[src/rtl/digital_channel_ctrl_if.sv]
// Event output bus: FIFO head with valid/ready pop handshake.
interface digital_channel_ctrl_if #(
    parameter int ADCBITS = 10,
    parameter int TS_BITS = 16
);
    logic [TS_BITS+ADCBITS-1:0] event_data;
    logic                       event_valid;
    logic                       event_ready;

    modport master (output event_data, output event_valid, input event_ready);
    modport slave  (input event_data, input event_valid, output event_ready);
endinterface

[src/rtl/digital_channel_ctrl.sv]
// Front-end channel controller: synchronized trigger, hold/sample/convert sequencing
// of an external ADC, and a first-word-fall-through event FIFO.
module digital_channel_ctrl #(
    parameter int ADCBITS    = 10,
    parameter int TS_BITS    = 16,
    parameter int FIFO_DEPTH = 4,
    parameter int TIMEOUT    = 63
) (
    input  logic                clk,
    input  logic                reset,
    input  logic                hit,
    input  logic                done,
    input  logic [ADCBITS-1:0]  dout,
    input  logic                enable,
    input  logic                external_trigger,
    input  logic [3:0]          hold_delay,
    input  logic [3:0]          reset_cycles,
    input  logic [TS_BITS-1:0]  timestamp,
    output logic                sample,
    output logic                csa_reset,
    digital_channel_ctrl_if.master evt,
    output logic                fifo_overflow,
    output logic                conv_timeout
);
    localparam int PW = (FIFO_DEPTH > 1) ? $clog2(FIFO_DEPTH) : 1;
    localparam int CW = $clog2(FIFO_DEPTH + 1);
    localparam int TW = (TIMEOUT > 1) ? $clog2(TIMEOUT) : 1;

    localparam logic [2:0] S_RESET_CSA = 3'd0;
    localparam logic [2:0] S_IDLE      = 3'd1;
    localparam logic [2:0] S_HOLD      = 3'd2;
    localparam logic [2:0] S_SAMPLE    = 3'd3;
    localparam logic [2:0] S_CONVERT   = 3'd4;
    localparam logic [2:0] S_STORE     = 3'd5;

    logic                      r_hit_meta, r_hit_s, r_done_meta, r_done_s;
    logic [2:0]                r_state;
    logic [3:0]                r_cnt;
    logic [TW-1:0]             r_tmo;
    logic                      r_sample, r_csa_reset, r_conv_timeout, r_fifo_overflow;
    logic [TS_BITS-1:0]        r_ts;
    logic [ADCBITS-1:0]        r_adc;
    logic [TS_BITS+ADCBITS-1:0] r_mem [FIFO_DEPTH];
    logic [PW-1:0]             r_wr, r_rd;
    logic [CW-1:0]             r_count;

    logic [3:0] w_rc_min;
    logic       w_trigger, w_push, w_pop, w_push_ok;

    assign w_rc_min  = (reset_cycles == 4'd0) ? 4'd1 : reset_cycles;
    assign w_trigger = enable && (r_hit_s || external_trigger);
    assign w_push    = (r_state == S_STORE);
    assign w_pop     = (r_count != '0) && evt.event_ready;
    assign w_push_ok = w_push && ((r_count < CW'(FIFO_DEPTH)) || w_pop);

    always_ff @(posedge clk) begin
        if (reset) begin
            r_hit_meta  <= 1'b0;
            r_hit_s     <= 1'b0;
            r_done_meta <= 1'b0;
            r_done_s    <= 1'b0;
        end else begin
            r_hit_meta  <= hit;
            r_hit_s     <= r_hit_meta;
            r_done_meta <= done;
            r_done_s    <= r_done_meta;
        end
    end

    // sample/csa_reset are set on the transition into their state so they stay registered
    always_ff @(posedge clk) begin
        if (reset) begin
            r_state        <= S_RESET_CSA;
            r_cnt          <= w_rc_min;
            r_tmo          <= '0;
            r_sample       <= 1'b0;
            r_csa_reset    <= 1'b1;
            r_conv_timeout <= 1'b0;
        end else begin
            case (r_state)
                S_RESET_CSA: begin
                    if (r_cnt <= 4'd1) begin
                        r_state     <= S_IDLE;
                        r_csa_reset <= 1'b0;
                    end else begin
                        r_cnt <= r_cnt - 4'd1;
                    end
                end
                S_IDLE: begin
                    if (w_trigger) begin
                        r_ts <= timestamp;
                        if (hold_delay == 4'd0) begin
                            r_state  <= S_SAMPLE;
                            r_sample <= 1'b1;
                            r_cnt    <= 4'd1;
                        end else begin
                            r_state <= S_HOLD;
                            r_cnt   <= hold_delay;
                        end
                    end
                end
                S_HOLD: begin
                    if (r_cnt <= 4'd1) begin
                        r_state  <= S_SAMPLE;
                        r_sample <= 1'b1;
                        r_cnt    <= 4'd1;
                    end else begin
                        r_cnt <= r_cnt - 4'd1;
                    end
                end
                S_SAMPLE: begin
                    if (r_cnt == 4'd0) begin
                        r_state  <= S_CONVERT;
                        r_sample <= 1'b0;
                        r_tmo    <= '0;
                    end else begin
                        r_cnt <= r_cnt - 4'd1;
                    end
                end
                S_CONVERT: begin
                    if (r_done_s) begin
                        r_adc   <= dout;
                        r_state <= S_STORE;
                    end else if (r_tmo == TW'(TIMEOUT - 1)) begin
                        r_conv_timeout <= 1'b1;
                        r_state        <= S_RESET_CSA;
                        r_csa_reset    <= 1'b1;
                        r_cnt          <= w_rc_min;
                    end else begin
                        r_tmo <= r_tmo + TW'(1);
                    end
                end
                S_STORE: begin
                    r_state     <= S_RESET_CSA;
                    r_csa_reset <= 1'b1;
                    r_cnt       <= w_rc_min;
                end
                default: begin
                    r_state     <= S_RESET_CSA;
                    r_sample    <= 1'b0;
                    r_csa_reset <= 1'b1;
                    r_cnt       <= w_rc_min;
                end
            endcase
        end
    end

    always_ff @(posedge clk) begin
        if (w_push_ok) r_mem[r_wr] <= {r_ts, r_adc};
    end

    always_ff @(posedge clk) begin
        if (reset) begin
            r_wr            <= '0;
            r_rd            <= '0;
            r_count         <= '0;
            r_fifo_overflow <= 1'b0;
        end else begin
            if (w_push_ok) r_wr <= (r_wr == PW'(FIFO_DEPTH - 1)) ? '0 : r_wr + PW'(1);
            if (w_pop)     r_rd <= (r_rd == PW'(FIFO_DEPTH - 1)) ? '0 : r_rd + PW'(1);
            if (w_push && !w_push_ok) r_fifo_overflow <= 1'b1;
            case ({w_push_ok, w_pop})
                2'b10:   r_count <= r_count + CW'(1);
                2'b01:   r_count <= r_count - CW'(1);
                default: r_count <= r_count;
            endcase
        end
    end

    assign evt.event_data  = r_mem[r_rd];
    assign evt.event_valid = (r_count != '0);
    assign sample          = r_sample;
    assign csa_reset       = r_csa_reset;
    assign fifo_overflow   = r_fifo_overflow;
    assign conv_timeout    = r_conv_timeout;
endmodule

[src/flat_wrapper.sv]
// flat-port wrapper written by rule: the top's interface ports become plain ports
module digital_channel_ctrl_flat 
#(
    parameter int ADCBITS    = 10,
    parameter int TS_BITS    = 16,
    parameter int FIFO_DEPTH = 4,
    parameter int TIMEOUT    = 63
)
  (clk, reset, hit, done, dout, enable, external_trigger, hold_delay, reset_cycles, timestamp, sample, csa_reset, fifo_overflow, conv_timeout, evt_event_data, evt_event_valid, evt_event_ready);
  digital_channel_ctrl_if #(.ADCBITS(ADCBITS), .TS_BITS(TS_BITS)) evt_i ();
  input  logic clk;
  input  logic reset;
  input  logic hit;
  input  logic done;
  input  logic [ADCBITS-1:0] dout;
  input  logic enable;
  input  logic external_trigger;
  input  logic [3:0] hold_delay;
  input  logic [3:0] reset_cycles;
  input  logic [TS_BITS-1:0] timestamp;
  output logic sample;
  output logic csa_reset;
  output logic fifo_overflow;
  output logic conv_timeout;
  output wire logic [$bits(evt_i.event_data)-1:0] evt_event_data;
  output wire logic [$bits(evt_i.event_valid)-1:0] evt_event_valid;
  input wire logic [$bits(evt_i.event_ready)-1:0] evt_event_ready;
  assign evt_event_data = evt_i.event_data;
  assign evt_event_valid = evt_i.event_valid;
  assign evt_i.event_ready = evt_event_ready;
  digital_channel_ctrl #(.ADCBITS(ADCBITS), .TS_BITS(TS_BITS), .FIFO_DEPTH(FIFO_DEPTH), .TIMEOUT(TIMEOUT)) u_core (.clk(clk), .reset(reset), .hit(hit), .done(done), .dout(dout), .enable(enable), .external_trigger(external_trigger), .hold_delay(hold_delay), .reset_cycles(reset_cycles), .timestamp(timestamp), .sample(sample), .csa_reset(csa_reset), .evt(evt_i), .fifo_overflow(fifo_overflow), .conv_timeout(conv_timeout));
endmodule
[config.mk]
export PLATFORM = sky130hd
export DESIGN_NAME = digital_channel_ctrl_flat
export DESIGN_NICKNAME = d
export VERILOG_FILES = /design/src/rtl/digital_channel_ctrl_if.sv /design/src/rtl/digital_channel_ctrl.sv /design/src/flat_wrapper.sv
export SDC_FILE = /design/constraint.sdc
export NUM_CORES = 1
export LEC_CHECK = 0
export ABC_CLOCK_PERIOD_IN_PS = 2600
export BUFFER_PORTS_ARGS = -buffer_cell sky130_fd_sc_hd__buf_2
export CAP_MARGIN = 20
export CELL_PAD_IN_SITES_DETAIL_PLACEMENT = 0
export CELL_PAD_IN_SITES_GLOBAL_PLACEMENT = 2
export CORE_ASPECT_RATIO = 0.9
export CORE_MARGIN = 2
export CORE_UTILIZATION = 39
export CTS_CLUSTER_DIAMETER = 100
export DETAILED_ROUTE_END_ITERATION = 7
export MAX_ROUTING_LAYER = met4
export PLACE_DENSITY = 0.85
export SETUP_SLACK_MARGIN = 0.1
export SLEW_MARGIN = 20
export SYNTH_ARGS = -nofsm -noshare
export SYNTH_HDL_FRONTEND = slang
export SYNTH_SLANG_ARGS = --single-unit
[constraint.sdc]
create_clock -name clk -period 2.6 [get_ports clk]
set_clock_uncertainty 0.2 [all_clocks]
set_input_delay 0.13 -clock clk [delete_from_list [all_inputs] [get_ports clk]]
set_output_delay 0.13 -clock clk [all_outputs]
set_load 0.005 [all_outputs]
==> results.md, run 1 <==
* Status: completed
* Port Buffers at 71
* Post-DP Area at 0.00686 mm^2
* CTS Sinks at 160
* Switching Share at 22.4%
* NetSw at 1330 uW
* First-pass GRT wire length at 18.3 mm
* HP Class: in -> reg
* Clk root buf: clkbuf_16
* Vias in the first global route at 3,488
* Fmax at 439 MHz
* Placer Congestion at 0.788
* Crit-path slowest cell: dfxtp_2
* Placed cell count at 628
* Share of flip-flops with an asynchronous set or reset at 0%
* Latest clock arrival within the worst-skew pair at 0.42 ns
* Combinational power share at 8.9%
* Setup crit end kind: primary output
* Critical-path cell list: buf_12 > mux4_2 > buf_2
* Clk pin slew, worst setup/hold paths at 0.06 ns
* Worst setup SP type: flop
* Routed wire length at 11.6 mm
* Syn_area_per_cell at 17.5 um^2
* Grt total ovfl at 0
* Pins Over Slew Limit at 0
* Slowest stage delay, CP at 0.59 ns
* Num CTS Buffers at 17
* P&R area growth vs syn at 26.6%
* Starting DRT DRC Count at 185
* Fill count at 1,302
* Vias per cell at 4.91
* Die W at 137 um
* RSZ-0062 raised after global routing: no
* Seq cells post-synth at 160
* Final setup viols at 0
* Syn Nets at 409
* Diodes inserted at 0
* Initial Utilization at 40.1%
* Multi-input logic area at 0.00155 mm^2
* Min Tclk post-route at 2.28 ns
* Post-route non-filler standard cell count at 701
* Boundary pin count at 72
* Row count at 43
* Initial antenna violation count at 0
* Vias at 3,444
* Relative slew margins at 65.3%
* Mapped Area at 0.00621 mm^2
* Leakage at 0.00272 uW
* Layout Nets at 539
* Clk buf depth at 2
* Die area at 0.0170 mm^2
* Core Area at 0.0155 mm^2
* GRT Util Overall at 15.3%
* Final Cell Area at 0.00787 mm^2
* Seq/Total Area, Yosys at 73.1%
* Post-Route Setup TNS at 0 ns
* Util after Layout at 50.8%
* Most frequent cells in the layout: edfxtp_1 (134), buf_2 (71), dlygate4sd3_1 (41)
* HPWL Detailed at 7.23 mm
* Synthesis Warnings at 0
* Endpoints failing hold at 0
* Post-Syn Instances at 356
* Die Ht at 124 um
* Worst-margin pin slew at 0.521 ns
* Post-DRT Antenna Nets at 0
* Final Cycle Share at 87.5%
* Largest net degree at the start of global routing at 27
* Drt wl/cell at 16.6 um
* Commonest non-fill, non-tap cell in the layout: edfxtp_1
* Primary FF master, synth: edfxtp_1
* Htree depth at 4
* Resized cells post-CTS at 0
* Drt drc at 0
* Distinct cells, synth at 48
* Layout cells sized above 1 at 28.9%
* Power per standard cell area at 753 mW/mm^2
* Max Cap Violations at 0
* Worst-path fanout max at 16
* Crit path kind: reg -> out
* Clock power frac at 42.1%
* Peak supply drop at 0.000508 V
* Internal power at 4600 uW
* CTS tree: yes
* CP required at 2.27 ns
* Critical Path AT at 1.95 ns
* Register area at 0.00455 mm^2
* Pre-antenna DRT Iters at 4
* Post-synth EDFFs at 134
* Seq pwr share at 49.0%
==> final cells by class <==
type                            count  share of cell area, %
Multi-Input combinational cell    168                   19.7
Timing Repair Buffer              124                   11.0
Tap cell                          202                   3.21
Clock buffer                       20                   5.55
Sequential cell                   160                   57.8
Clock inverter                     12                   1.99
Inverter                           15                  0.716
==> power by group through the flow <==
stage               clock network [uW]  logic [uW]  registers (uW)
global route                      2650         590            2910
floorplan                            0         325            2940
finish                            2490         530            2900
CTS                               2550         529            2900
detailed placement                   0         477            2950
global placement                     0         480            2950
==> final timing paths <==
| check | from | to | slack [ns] | cells past startpoint |
|---|---|---|---|---|
| setup / recovery | flop | evt_event_data[25] | 0.32 | 3 |
| hold reg to reg | u_core.r_hit_meta | u_core.r_hit_s | 0.26 | 1 |
| hold / removal | hold_delay[1] | u_core.r_cnt[1] | 0.03 | 3 |
| setup reg to reg | u_core.r_count[2] | u_core.r_count[2] | 0.34 | 9 |
==> layer usage <==
metal  vias to the layer above  track usage [%]  part of all wire [%]
met1                      1692             19.4                    47
met3                        14             5.33                   4.7
met2                        82             23.0                    48
li1                       1656                -                     -
met4                         0             5.15                   1.0
met5                         -                -                     0
==> worst max-delay path: cells and delay by family, from the launching register on <==
family / cells / cell delay (ns)
buffers and inverters: 2 / 0.40
flip-flops: 1 / 0.59
multiplexers: 1 / 0.53
==> registers in the layout (all words and copies together), names as in the netlist, named ones only <==
| register | flops |
|---|---|
| u_core.conv_timeout | 1 |
| u_core.r_cnt | 4 |
| u_core.r_tmo | 6 |
| u_core.r_mem | 104 |
| u_core.r_done_meta | 1 |
| u_core.r_wr | 2 |
| u_core.r_hit_s | 1 |
| u_core.csa_reset | 1 |
| u_core.r_rd | 2 |
| u_core.fifo_overflow | 1 |
| u_core.sample | 1 |
| u_core.r_done_s | 1 |
| u_core.r_state | 3 |
| u_core.r_ts | 16 |
| u_core.r_count | 3 |
| u_core.r_adc | 10 |
| u_core.r_hit_meta | 1 |
==> logic make-up after synthesis <==
kind of cell               share of synthesized area, %
muxes                                              9.75
AOI/OAI and AO/OA                                  5.18
buffers and inverters                              2.01
DFF                                                73.1
and+or+nand+nor                                    6.26
adders and majority gates                          2.54
xor gates and xnor gates                           1.13
==> synth_stat cells, drive strengths merged (2+ instances only) <==
cell	count	area [um^2]
clkbuf	7	26.3
a31oi	2	12.5
or4	3	26.3
o2111ai	2	17.5
o21a	4	30.0
nand3	5	25.0
edfxtp	134	4020
nand2b	2	12.5
o31ai	3	22.5
a211oi	5	42.5
buf	6	42.5
xor2	7	61.3
and2	6	37.5
o211ai	2	15.0
or2	2	12.5
ha	11	138
nand2	9	33.8
inv	15	56.3
o21ai	8	40.0
nor2b	6	37.5
or3	3	18.8
a21oi	15	78.8
nor3	5	25.0
mux4	26	586
mux2i	2	20.0
dfxtp	26	521
o32a	2	20.0
nor2	24	90.1
==> stage by stage <==
step | total power (uW) | setup WS [ns] | hold WS (ns)
final | 5920 | 0.324 | 0.0322
after global routing | 6150 | 0.171 | 0.0236
after CTS | 5980 | 0.247 | 0.00908
after detailed placement | 3430 | 0.350 | 0.108
after global placement | 3430 | 0.456 | 0.108
after floorplan | 3270 | 0.358 | 0.0289
==> what timing repair did <==
action / in CTS / in global routing
hold endpoints to repair: 50 / 0
setup buffers: 0 / 0
hold buffers: 41 / 0
Note: power is estimated with default switching activity, not from simulation.
==> run 2: changes to the inputs <==
- ABC_AREA: unset -> 1
- CORE_UTILIZATION: 39 -> 35
- PLACE_DENSITY: 0.85 -> 0.84
- REMOVE_ABC_BUFFERS: unset -> 1
==> run 2 against run 1 <==
Die area increased by 14%; register-to-register slack got worse by 0.06 ns; first-iteration DRC count increased by 50%; final cell count increased by 31%; sequential cell count unchanged; critical path type is now reg -> reg.
==> results.md, run 2 <==
* Status: completed
* Vias at 4,321 (+25%)
* Post-Syn Instances at 543 (+53%)
* Starting DRT DRC Count at 278 (+50%)
* Postcts setup bufs at 0 (unchanged)
* Area share of fa/ha/maj cells after synthesis at 2.46% (-0.073 points)
* CTS Sinks at 160 (unchanged)
* Top cell type by total area after synthesis: edfxtp_1
* Drt drc at 0 (unchanged)
* Fmax at 430 MHz (-2.1%)
* Htree depth at 4 (unchanged)
* Vias in the first global route at 4,348 (+25%)
* HP Class: in -> reg
* GRT Util Overall at 15.0% (-0.24 points)
* Pins Over Slew Limit at 0 (unchanged)
* Crit-path slowest cell: dlygate4sd3_1
* Worst-margin pin slew at 0.768 ns (+0.247 ns)
* Largest regs: u_core.r_mem: 104 flops, u_core.r_ts: 16 flops, u_core.r_adc: 10 flops
* Critical Path AT at 2.29 ns (+0.34 ns)
* Share of flip-flops with an asynchronous set or reset at 0% (unchanged)
* Critical register-to-register path startpoint: u_core.r_cnt[0]
* Row count at 46 (+7.0%)
* Xor/xnor share of the synthesized area at 0.274% (-0.85 points)
* Most frequent cell after synthesis: edfxtp_1
* RSZ-0062 raised after global routing: no
* Slowest stage delay, CP at 0.58 ns (about the same)
* Largest register FFs at 104 (unchanged)
* Vias per cell at 4.69 (-4.5%)
* Routed wire length at 13.6 mm (+17%)
* Most frequent CP cell: nand2_1
* Clk root buf: clkbuf_16
* Pre-antenna DRT Iters at 4 (unchanged)
* Die area at 0.0194 mm^2 (+14%)
* Largest Register: u_core.r_mem
* Final Cycle Share at 89.4% (+1.9 points)
* Clk buf depth at 2 (unchanged)
* Initial antenna violation count at 0 (unchanged)
* Clk pin slew, worst setup/hold paths at 0.06 ns (about the same)
* Distinct cells, synth at 30 (-38%)
* Die Ht at 132 um (+6.9%)
* HPWL Detailed at 8.60 mm (+19%)
* Die W at 147 um (+6.9%)
* First-pass GRT wire length at 22.0 mm (+21%)
* Setup crit end kind: flop
* Latest clock arrival within the worst-skew pair at 0.42 ns (about the same)
* Critical-path cell list: inv_2 > ha_2 > inv_1 > nand2_1 > nand2_1 > nand2_1 > nand2_1 > nand2_1 > a31oi_1 > dlygate4sd3_1
* Grt total ovfl at 0 (unchanged)
* Placer Congestion at 0.862 (+9.3%)
* Largest family of logic cells by synthesized area: simple AND/OR/NAND/NOR gates
* Util after Layout at 45.6% (-5.2 points)
* Post-DRT Antenna Nets at 0 (unchanged)
* Min Tclk post-route at 2.32 ns (+0.0489 ns)
* Leakage at 0.00299 uW (+10%)
* Worst r2r path cells at 10 (+1)
* Yosys top cell area share at 62.9% (-1.9 points)
* CP required at 2.57 ns (+0.30 ns)
* Top cells by count, synth: edfxtp_1 (134), nor2_1 (102), o21ai_0 (68)
* Synth Area in Compound Gates at 10.3% (+5.2 points)
* Power per standard cell area at 845 mW/mm^2 (+12%)
* Layout cells sized above 1 at 20.0% (-8.9 points)
* Hold Crit Endpoint: u_core.sample
* Boundary pin count at 72 (unchanged)
* Num CTS Buffers at 17 (unchanged)
* R2R Setup Slk at 0.28 ns (-0.06 ns)
* Final setup viols at 0 (unchanged)
* Reg2reg end: u_core.r_cnt[1]
* Port Buffers at 71 (unchanged)
* Syn_area_per_cell at 11.8 um^2 (-32%)
* Worst setup SP type: flop
* Most frequent cells in the layout: edfxtp_1 (134), nor2_1 (98), buf_2 (71)
* Layout Nets at 721 (+34%)
* HP Start: hold_delay[1]
* Largest cells by area after synthesis: edfxtp_1 (63%), dfxtp_1 (8.1%), nor2_1 (6.0%)
* Post-DP Area at 0.00712 mm^2 (+3.7%)
* Relative slew margins at 48.8% (-16 points)
* Critical path's top delay family: buffers and inverters
* CTS tree: yes
* Post-synth EDFFs at 134 (unchanged)
* Worst-path fanout max at 5 (-11)
* Crit path kind: reg -> reg
* P&R area growth vs syn at 26.7% (about the same)
* Diodes inserted at 0 (unchanged)
* Area share of and/or/nand/nor cells after synthesis at 12.1% (+5.9 points)
* Max Cap Violations at 0 (unchanged)
* Design Power at 6850 uW (+16%)
* Core Area at 0.0178 mm^2 (+15%)
* Mux cell area share after synthesis at 0% (-9.7 points)
* Drt wl/cell at 14.8 um (-11%)
* Synthesis Warnings at 0 (unchanged)
* Initial Utilization at 36.0% (-4.1 points)
* CP Buf/Inv Count at 3 (+1)
* Largest net degree at the start of global routing at 53 (+96%)
* Mapped Area at 0.00640 mm^2 (+3.0%)
* Hold path depth at 6 (+3)
* Commonest non-fill, non-tap cell in the layout: edfxtp_1
* Seq cells post-synth at 160 (unchanged)
* Peak supply drop at 0.000388 V (-24%)
* Endpoints failing hold at 0 (unchanged)
* Final Cell Area at 0.00811 mm^2 (+3.1%)
* Primary FF master, synth: edfxtp_1
* Seq/Total Area, Yosys at 71.0% (-2.1 points)
run 2: changes by cell type after synthesis, moves of 10 or more:
| cell | previous run | this run |
|---|---|---|
| nor2_1 | 24 | 102 |
| nand2_1 | 9 | 57 |
| mux4_2 | 26 | 0 |
| o22ai_1 | 0 | 26 |
| nand3_1 | 5 | 15 |
| inv_1 | 14 | 38 |
| clkbuf_1 | 7 | 17 |
| o21ai_0 | 5 | 68 |
run 2: how the worst max path moves through the flow:
stage                            startpoint  slack, ns                  to  cells after the start
after floorplan           u_core.r_state[2]      -0.11  u_core.r_mem[0][0]                      4
after global placement    u_core.r_state[2]       0.46   u_core.r_count[1]                      9
after detailed placement  u_core.r_state[2]       0.37   u_core.r_count[1]                      9
after CTS                   u_core.r_cnt[0]       0.22     u_core.r_cnt[3]                     10
after global routing        u_core.r_cnt[0]       0.11     u_core.r_cnt[1]                     10
final                       u_core.r_cnt[0]       0.28     u_core.r_cnt[1]                     10
run 2: what timing repair did:
item	in CTS	in global routing
gates resized for setup	0	2
endpoints found under the hold margin	44	0
hold buffers	40	0
endpoints found under the setup margin	0	3
run 2: cell families after synthesis:
logic type | Yosys count
AO/OA/AOI/OAI | 121
XOR/XNOR | 2
AND/OR/NAND/NOR | 187
adder cells (fa/ha/maj) | 12
buffers and inverters | 61
flip-flops | 160
run 2: cell type report:
type	count	area, um^2
well taps	240	300
clock buffers	18	429
clock inverters	14	156
flip-flops and latches	160	4550
repair buffers	126	868
multi-input cells	322	1650
fillers	1612	9680
inverters	41	155
run 2: routing by layer:
metal	routed length [um]	GRT usage [%]
met5	0	-
met4	129	4.15
met3	624	4.12
met2	6510	24.3
met1	6360	18.7
run 2: stage by stage:
stage / TNS (ns) / setup slack [ns] / std cells / hold slack, ns
after global routing: 0 / 0.111 / 921 / 0.134
after detailed placement: 0 / 0.367 / 849 / 0.109
final: 0 / 0.275 / 921 / 0.112
after CTS: 0 / 0.217 / 921 / 0.0844
after global placement: 0 / 0.457 / 849 / 0.106
after floorplan: -11.32 / -0.109 / 523 / -0.000934
run 2: report_power, final:
group | switching [uW] | internal (uW) | total [uW]
clock network | 1040 | 1430 | 2470
logic | 839 | 536 | 1380
registers | 96.5 | 2910 | 3010
total | 1970 | 4880 | 6850
run 2: tightest hold or removal path, cell delays in order:
cell     delay, ns
buf_2         0.09
nor2_1        0.03
nand2_1       0.09
o21ai_0       0.13
a21oi_1       0.16
nor2_1        0.05
==> run 3: changes to the inputs <==
- ABC_AREA: 1 -> unset
- CORE_UTILIZATION: 35 -> 39
- PLACE_DENSITY: 0.84 -> 0.85
==> run 3 against run 2 <==
Combinational power fell by 56%; clock power decreased by 5%; die area decreased by 12%; critical path type unchanged; largest cell class unchanged; highest routed layer unchanged.
==> results.md, run 3 (same netlist as run 1, synthesis figures left out) <==
* Status: completed
* Placed cell count at 632 (-26%)
* Switching Share at 23.7% (-5.1 points)
* Most frequent cells in the layout: edfxtp_1 (134), buf_2 (71), dlygate4sd3_1 (42)
* Row count at 43 (-6.5%)
* Post-DRT Antenna Nets at 0 (unchanged)
* Critical register-to-register path startpoint: u_core.r_cnt[0]
* CTS Sinks at 160 (unchanged)
* Htree depth at 4 (unchanged)
* Initial antenna violation count at 0 (unchanged)
* P&R area growth vs syn at 27.3%
* Clock power frac at 40.0% (+4.0 points)
* Largest register FFs at 104 (unchanged)
* Worst-path fanout max at 6 (+1)
* First-pass GRT wire length at 18.6 mm (-15%)
* Peak supply drop at 0.000574 V (+48%)
* HP Class: in -> reg
* Min Tclk post-route at 2.42 ns (+0.0971 ns)
* Largest regs: u_core.r_mem: 104 flops, u_core.r_ts: 16 flops, u_core.r_adc: 10 flops
* Clk pin slew, worst setup/hold paths at 0.06 ns (about the same)
* Setup crit end kind: flop
* Leakage at 0.00275 uW (-8.0%)
* Critical Path Source: u_core.r_cnt[0]
* Combinational power share at 10.4% (-9.7 points)
* Worst r2r path cells at 7 (-3)
* Largest net degree at the start of global routing at 27 (-49%)
* Vias per cell at 4.94 (+5.2%)
* Placer Congestion at 0.810 (-6.0%)
* Clk buf depth at 2 (unchanged)
* Die W at 137 um (-6.5%)
* Port Buffers at 71 (unchanged)
* Final setup viols at 0 (unchanged)
* Reg2reg end: u_core.r_cnt[1]
* Vias at 3,501 (-19%)
* Crit path kind: reg -> reg
* Final Cycle Share at 93.2% (+3.7 points)
* Post-route non-filler standard cell count at 709 (-23%)
* Worst setup SP type: flop
* Endpoints failing hold at 0 (unchanged)
* Power per standard cell area at 739 mW/mm^2 (-13%)
* Grt total ovfl at 0 (unchanged)
* RSZ-0062 raised after global routing: no
* CP required at 2.69 ns (+0.12 ns)
* Vias in the first global route at 3,657 (-16%)
* Core Area at 0.0155 mm^2 (-13%)
* Commonest non-fill, non-tap cell in the layout: edfxtp_1
* Relative slew margins at 63.6% (+15 points)
* Critical Path Sink: u_core.r_cnt[1]
* Die Ht at 124 um (-6.4%)
* HPWL Detailed at 7.34 mm (-15%)
* Internal power at 4460 uW (-8.6%)
* Worst-margin pin slew at 0.546 ns (-0.222 ns)
* CTS tree: yes
* Die area at 0.0170 mm^2 (-12%)
* Boundary pin count at 72 (unchanged)
* Drt drc at 0 (unchanged)
* Fmax at 413 MHz (-4.0%)
* Starting DRT DRC Count at 189 (-32%)
* Pins Over Slew Limit at 0 (unchanged)
* Critical Path AT at 2.52 ns (+0.23 ns)
* Initial Utilization at 40.1% (+4.1 points)
* Routed wire length at 11.8 mm (-13%)
* R2R Setup Slk at 0.18 ns (-0.10 ns)
* GRT Util Overall at 15.4% (+0.42 points)
* Max Cap Violations at 0 (unchanged)
* Largest Register: u_core.r_mem
* Num CTS Buffers at 17 (unchanged)
* Layout cells sized above 1 at 30.6% (+11 points)
* Pre-antenna DRT Iters at 4 (unchanged)
* Post-Route Setup TNS at 0 ns (unchanged)
* Drt wl/cell at 16.6 um (+12%)
* Layout Nets at 547 (-24%)
* Latest clock arrival within the worst-skew pair at 0.43 ns (about the same)
* Diodes inserted at 0 (unchanged)
* Seq pwr share at 49.6% (+5.7 points)
* NetSw at 1390 uW (-30%)
* Clk root buf: clkbuf_16
-- run 3: repair_timing --
| action | in CTS | in global routing |
|---|---|---|
| setup endpoints to repair | 0 | 2 |
| hold buffers | 42 | 0 |
| hold endpoints to repair | 50 | 0 |
| setup buffers | 0 | 3 |
| gates resized for setup | 0 | 2 |
-- run 3: per-stage QoR --
step                power (uW)  hold WS [ns]  area (um^2)  setup slack, ns  util, %
finish                    5850        0.0454         7910            0.178     51.0
global route              6070        0.0593         7910           0.0982     51.0
floorplan                 3250     -0.000934         6140           0.0320        -
CTS                       5860        0.0109         7880            0.126     50.9
detailed placement        3440         0.108         6900            0.389     44.6
global placement          3430         0.107         6900            0.458     44.6
-- run 3: cell type report --
| type | instances | area [um^2] |
|---|---|---|
| Tap cell | 202 | 253 |
| Timing Repair Buffer | 132 | 943 |
| Multi-Input combinational cell | 168 | 1560 |
| Fill cell | 1279 | 7580 |
| Clock buffer | 17 | 425 |
| Inverter | 15 | 56.3 |
| Clock inverter | 15 | 130 |
| Sequential cell | 160 | 4550 |
-- run 3: power by group through the flow --
stage	sequential, uW	combinational [uW]	clock, uW
final	2900	606	2340
after global routing	2910	666	2490
after CTS	2900	551	2410
after detailed placement	2960	483	0
after global placement	2950	483	0
after floorplan	2960	296	0
-- run 3: critical path, stage by stage (launching register included) --
cell and delay [ns]:
edfxtp_1 0.45, inv_1 0.09, ha_1 0.23, or2_4 0.26
a31oi_1 0.21, o221ai_1 0.16, o21ai_1 0.14, dlygate4sd3_1 0.55
-- run 3: worst min-delay path by stage --
stage                     startpoint                end  slack, ns  cells past startpoint
detailed placement      timestamp[4]     u_core.r_ts[4]       0.11                      1
global route        external_trigger  u_core.r_state[1]       0.06                      4
finish                 hold_delay[3]    u_core.r_cnt[3]       0.05                      3
global placement       timestamp[10]    u_core.r_ts[10]       0.11                      1
CTS                    hold_delay[3]    u_core.r_cnt[3]       0.01                      3
floorplan                      reset  u_core.r_count[2]    -0.0009                      1
-- run 3: metal layers --
| metal | wire [um] | share of wire (%) | vias up | global-route usage, % |
|---|---|---|---|---|
| met5 | 0 | 0 | - | - |
| met3 | 667 | 5.7 | 14 | 4.44 |
| li1 | - | - | 1677 | - |
| met2 | 5700 | 48 | 109 | 23.9 |
| met4 | 115 | 0.97 | 0 | 6.70 |
| met1 | 5320 | 45 | 1701 | 19.1 |
